`src/rtl/coef_poly_eval.sv`:
```
// coef_poly_eval: pipelined piecewise-quadratic evaluator driving a combinational coefficient ROM.
//   y = ((C2*x >>> XW) + C1) * x >>> XW + C0, one sample per cycle, latency 4 edges.
//   clk, reset            clock and synchronous active-high reset
//   in_valid/in_ready     input handshake for in_addr (segment) and in_x (Q0.XW offset)
//   address, read_en      ROM address (registered) and read strobe
//   Coef2/Coef1/Coef0     signed ROM return for the current address
//   out_valid/out_ready   output handshake for signed result y
module coef_poly_eval #(
    parameter int XW     = 16,
    parameter int ADDR_W = 7
) (
    input  logic                     clk,
    input  logic                     reset,
    input  logic                     in_valid,
    output logic                     in_ready,
    input  logic [ADDR_W-1:0]        in_addr,
    input  logic [XW-1:0]            in_x,
    output logic [ADDR_W-1:0]        address,
    output logic                     read_en,
    input  logic signed [17:0]       Coef2,
    input  logic signed [17:0]       Coef1,
    input  logic signed [20:0]       Coef0,
    output logic                     out_valid,
    input  logic                     out_ready,
    output logic signed [21:0]       y
);
    localparam int PW1 = 19 + XW;
    localparam int PW2 = 20 + XW;
    logic              stall;
    logic [3:0]        v_q;
    logic [ADDR_W-1:0] addr_q;
    logic [XW-1:0]     x0_q, x1_q, x2_q;
    logic signed [17:0] t1_q, c1_1_q;
    logic signed [20:0] c0_1_q, c0_2_q, c0_3_q;
    logic signed [18:0] s2_q, u3_q;
    logic signed [21:0] y_q;
    logic              out_valid_q;
    logic signed [17:0] t_d;
    logic signed [18:0] s_d, u_d;
    logic signed [21:0] y_d;
    // Operands are widened before multiplying so the full product exists before
    // the arithmetic shift; x gets a zero sign bit so it stays non-negative.
    assign t_d = 18'((PW1'(Coef2) * PW1'($signed({1'b0, x0_q}))) >>> XW);
    assign s_d = 19'(t1_q) + 19'(c1_1_q);
    assign u_d = 19'((PW2'(s2_q) * PW2'($signed({1'b0, x2_q}))) >>> XW);
    assign y_d = 22'(u3_q) + 22'(c0_3_q);
    assign stall     = out_valid_q & ~out_ready;
    assign in_ready  = ~stall;
    assign address   = addr_q;
    assign read_en   = v_q[0] & ~stall;
    assign out_valid = out_valid_q;
    assign y         = y_q;
    always_ff @(posedge clk) begin
        if (reset) begin
            v_q         <= '0;
            addr_q      <= '0;
            x0_q        <= '0;
            x1_q        <= '0;
            x2_q        <= '0;
            t1_q        <= '0;
            c1_1_q      <= '0;
            c0_1_q      <= '0;
            c0_2_q      <= '0;
            c0_3_q      <= '0;
            s2_q        <= '0;
            u3_q        <= '0;
            y_q         <= '0;
            out_valid_q <= 1'b0;
        end else if (!stall) begin
            v_q         <= {v_q[2:0], in_valid};
            addr_q      <= in_addr;
            x0_q        <= in_x;
            t1_q        <= t_d;
            c1_1_q      <= Coef1;
            c0_1_q      <= Coef0;
            x1_q        <= x0_q;
            s2_q        <= s_d;
            c0_2_q      <= c0_1_q;
            x2_q        <= x1_q;
            u3_q        <= u_d;
            c0_3_q      <= c0_2_q;
            // y only changes when a real sample arrives so bubbles leave it untouched.
            y_q         <= v_q[3] ? y_d : y_q;
            out_valid_q <= v_q[3];
        end
    end
endmodule

```
`config.mk`:
```
export PLATFORM = sky130hd
export DESIGN_NAME = coef_poly_eval
export DESIGN_NICKNAME = d
export VERILOG_FILES = /design/src/rtl/coef_poly_eval.sv
export SDC_FILE = /design/constraint.sdc
export NUM_CORES = 2
export LEC_CHECK = 0
export CAP_MARGIN = 20
export CORE_MARGIN = 5
export CORE_UTILIZATION = 65
export CTS_BUF_LIST = sky130_fd_sc_hd__clkbuf_8
export DETAILED_ROUTE_END_ITERATION = 8
export PLACE_DENSITY = 0.9
export SLEW_MARGIN = 20
export SYNTH_ARGS = -nofsm -noshare
export SYNTH_HDL_FRONTEND = slang
export SYNTH_SLANG_ARGS = --single-unit
```
`constraint.sdc`:
```
create_clock -name clk -period 8.8 [get_ports clk]
set_input_delay 1.76 -clock clk [delete_from_list [all_inputs] [get_ports clk]]
set_output_delay 1.76 -clock clk [all_outputs]
set_load 0.03 [all_outputs]
```
==> flow_summary.toml <==
[sta]
fin_setup_tns_ns = 0
max_slew.worst_pin.slew_ns = 1.08
maxSlewViolCount = 0
finalSetupViolCount = 0
layout_min_cycle_time_ns = 8.01
fmax_ghz = 0.125
fin_skew_ns = 0.0291
timing.final.crit_share = 0.910
rsz0062_at_grt = "no"
slew_headroom = 0.280
hold_viol = 0

[critical_path]
worstPathMaxFanout = 16
critPathLaunchType = "input port"
path_class = "input port to flop"
endpoint = "t1_q[16]$_SDFFE_PP0N_"
r2r-start = "x2_q[3]$_SDFFE_PP0N_"
rrSetupSlack_ns = 1.79
r2r_end = "u3_q[13]$_SDFFE_PP0N_"
crit_start = "Coef2[17]"
critPathRequiredTime_ns = 9.31
end_kind = "flop"
ff2ff_path_depth = 20
crit_arrival_ns = 8.52

[floorplan]
fp.dieW_um = 226
dieArea_mm2 = 0.0510
coreArea_mm2 = 0.0464
initial_utilization = 0.653
io_pins = 116
fp-row-count = 79
die_y_um = 226

[clock_tree]
hold_buffers = 0
htreeDepth = 2
post_cts_resized = 0
cts.clk_slew.worst_paths_ns = 0.06
cts_buffers = 37
cts_tree = "yes"
cts-root-buf = "clkbuf_8"
cts_max_path_buffers = 3
clock-sinks = 219
clock_latency_ns = 0.58
post_cts_buffers = 0

[drt]
first_pass_iters = 6
num_vias = 23700
vias_per_cell = 5.70
drt-total-wl_mm = 72.5
ant_nets = 0
drc_errors = 0
wl_per_cell_um = 17.4
drt_iter0_markers = 1824

[placed_design]
dpl.hpwl_mm = 55.4
dpl-instance-area_mm2 = 0.0317
port_buffers = 115
place_congestion = 0.904

[logic_synthesis]
avgSynthCellArea_um2 = 8.58
yosysTopAreaCell = "fa_1"
synth-seq-cells = 219
synth_ff_type = "dfxtp_1"
yosysUniqueCellTypes = 62
yosysSeqAreaShare = 0.145
netlist_area_mm2 = 0.0303
syn_inst = 3528
ys_warn_count = 0
yosys.area.top_type_share = 0.389
yosys-top-cells-area = "fa_1 (39%), dfxtp_1 (14%), nand2_1 (9.5%), inv_1 (8.9%), ha_1 (8.6%)"
async_flop_share = 0
synth_edf_count = 0
mappedNetlistNets = 4409

[global_routing]
grt_max_degree = 138
grt_pass1_vias = 25700
grt_pass1_wl_mm = 123
antenna_found_initial = 1
track_usage = 0.296
grt_overflow = 0

[layout]
final_cell_mix = "nand2_1 (763), inv_1 (733), fa_1 (588)"
area_delta_synth_final_pct = 7.20
register_area_mm2 = 0.00438
nets = 4408
nFillCells = 3198
final_common_cell = "nand2_1"
drive_above_1_share = 0.0265
multi_input_comb_area_mm2 = 0.0225
final_cell_area_mm2 = 0.0324

[flow_run]
max-cap-violations = 0

[min_path]
hold_path.class = "flop to flop"
worst_hold_path.num_cells = 2

[power]
power.density_mw_per_mm2 = 189
p_leak_nw = 16.1
ir_drop_uv = 374

[outcome]
status = "finished clean"
how the worst min path moves through the flow:
stage,start,endpoint,slack (ns)
floorplan,u3_q[13]$_SDFFE_PP0N_,u3_q[13]$_SDFFE_PP0N_,0.43
CTS,c0_2_q[5]$_SDFFE_PP0N_,c0_2_q[5]$_SDFFE_PP0N_,0.45
global route,c0_2_q[3]$_SDFFE_PP0N_,c0_2_q[3]$_SDFFE_PP0N_,0.46
global placement,address[0]$_SDFFE_PP0N_,address[0]$_SDFFE_PP0N_,0.44
finish,x1_q[12]$_SDFFE_PP0N_,x1_q[12]$_SDFFE_PP0N_,0.45
detailed placement,x0_q[1]$_SDFFE_PP0N_,x0_q[1]$_SDFFE_PP0N_,0.44
layout make-up:
cell class                      count  area share
Tap cell                          607      0.0234
Timing Repair Buffer              134      0.0399
Sequential cell                   219       0.135
Clock inverter                     20     0.00528
Multi-Input combinational cell   2413       0.694
Antenna cell                        1   0.0000771
Inverter                          722      0.0837
Clock buffer                       43      0.0182
critical path, stage by stage:
cell and delay, ns:
clkdlybuf4s50_1 0.84, nand2_1 0.25, fa_1 0.76, fa_1 0.47
inv_1 0.09, fa_1 0.45, fa_1 0.51, fa_1 0.50
inv_1 0.05, fa_1 0.48, inv_1 0.04, ha_1 0.31
o21ai_1 0.16, a211oi_2 0.32, o211ai_1 0.12, nand2_1 0.19
o21ai_2 0.14, o31ai_2 0.42, a21oi_1 0.15, or4_1 0.42
nand3_1 0.08
routing by layer:
metal	vias up	GRT usage	wire length, µm
met3	333	0.0446	6010
met4	0	0.153	4400
li1	10500	-	-
met5	-	0	0
met2	1165	0.500	35400
met1	11600	0.373	26800
kinds of logic (layout without fill, tap and decap cells):
kind of cell,after synthesis,in the layout,synth area share
adders and majority gates,797,797,0.475
xor gates and xnor gates,79,79,0.0229
DFF,219,219,0.145
and+or+nand+nor,1139,1139,0.168
AOI/OAI and AO/OA,397,397,0.0777
buffers and inverters,896,919,0.111
other,0,1,0
muxes,1,1,0.000331
power breakdown:
group | internal (W) | switching (W) | total, W | leakage (nW)
registers | 0.00113 | 0.000251 | 0.00138 | 1.80
clock network | 0.000511 | 0.000445 | 0.000957 | 0.430
logic | 0.00161 | 0.00219 | 0.00380 | 13.9
total | 0.00325 | 0.00289 | 0.00614 | 16.1
metrics by stage:
step / utilization / instances / setup WS [ns] / total power, W / hold WS, ns
2_1_floorplan: - / 3528 / 1.61 / 0.00414 / 0.429
3_3_place_gp: 0.683 / 4095 / 0.552 / 0.00485 / 0.438
3_5_place_dp: 0.683 / 4095 / 0.336 / 0.00511 / 0.445
4_1_cts: 0.700 / 4158 / 0.923 / 0.00611 / 0.452
5_1_grt: 0.700 / 4159 / 0.565 / 0.00674 / 0.459
6_report: 0.700 / 4159 / 0.789 / 0.00614 / 0.451
sequential cells by signal, indices dropped and copies added, names as in the netlist, 18 cells and up:
signal and count:
u3_q 19, t1_q 18, c0_2_q 21, c1_1_q 18, c0_3_q 21, s2_q 19, y 22, c0_1_q 21
Yosys cell counts, types with 15 or more instances:
library cell,instances
xnor2_1,53
and2_1,234
ha_1,209
fa_1,588
a21oi_1,250
nand3_1,24
dfxtp_1,219
clkbuf_1,170
nor2_1,46
nand2_1,763
a21o_1,30
inv_1,721
nor3_1,15
xor2_1,26
o21ai_0,37
Power figures use the tool's default switching activity.
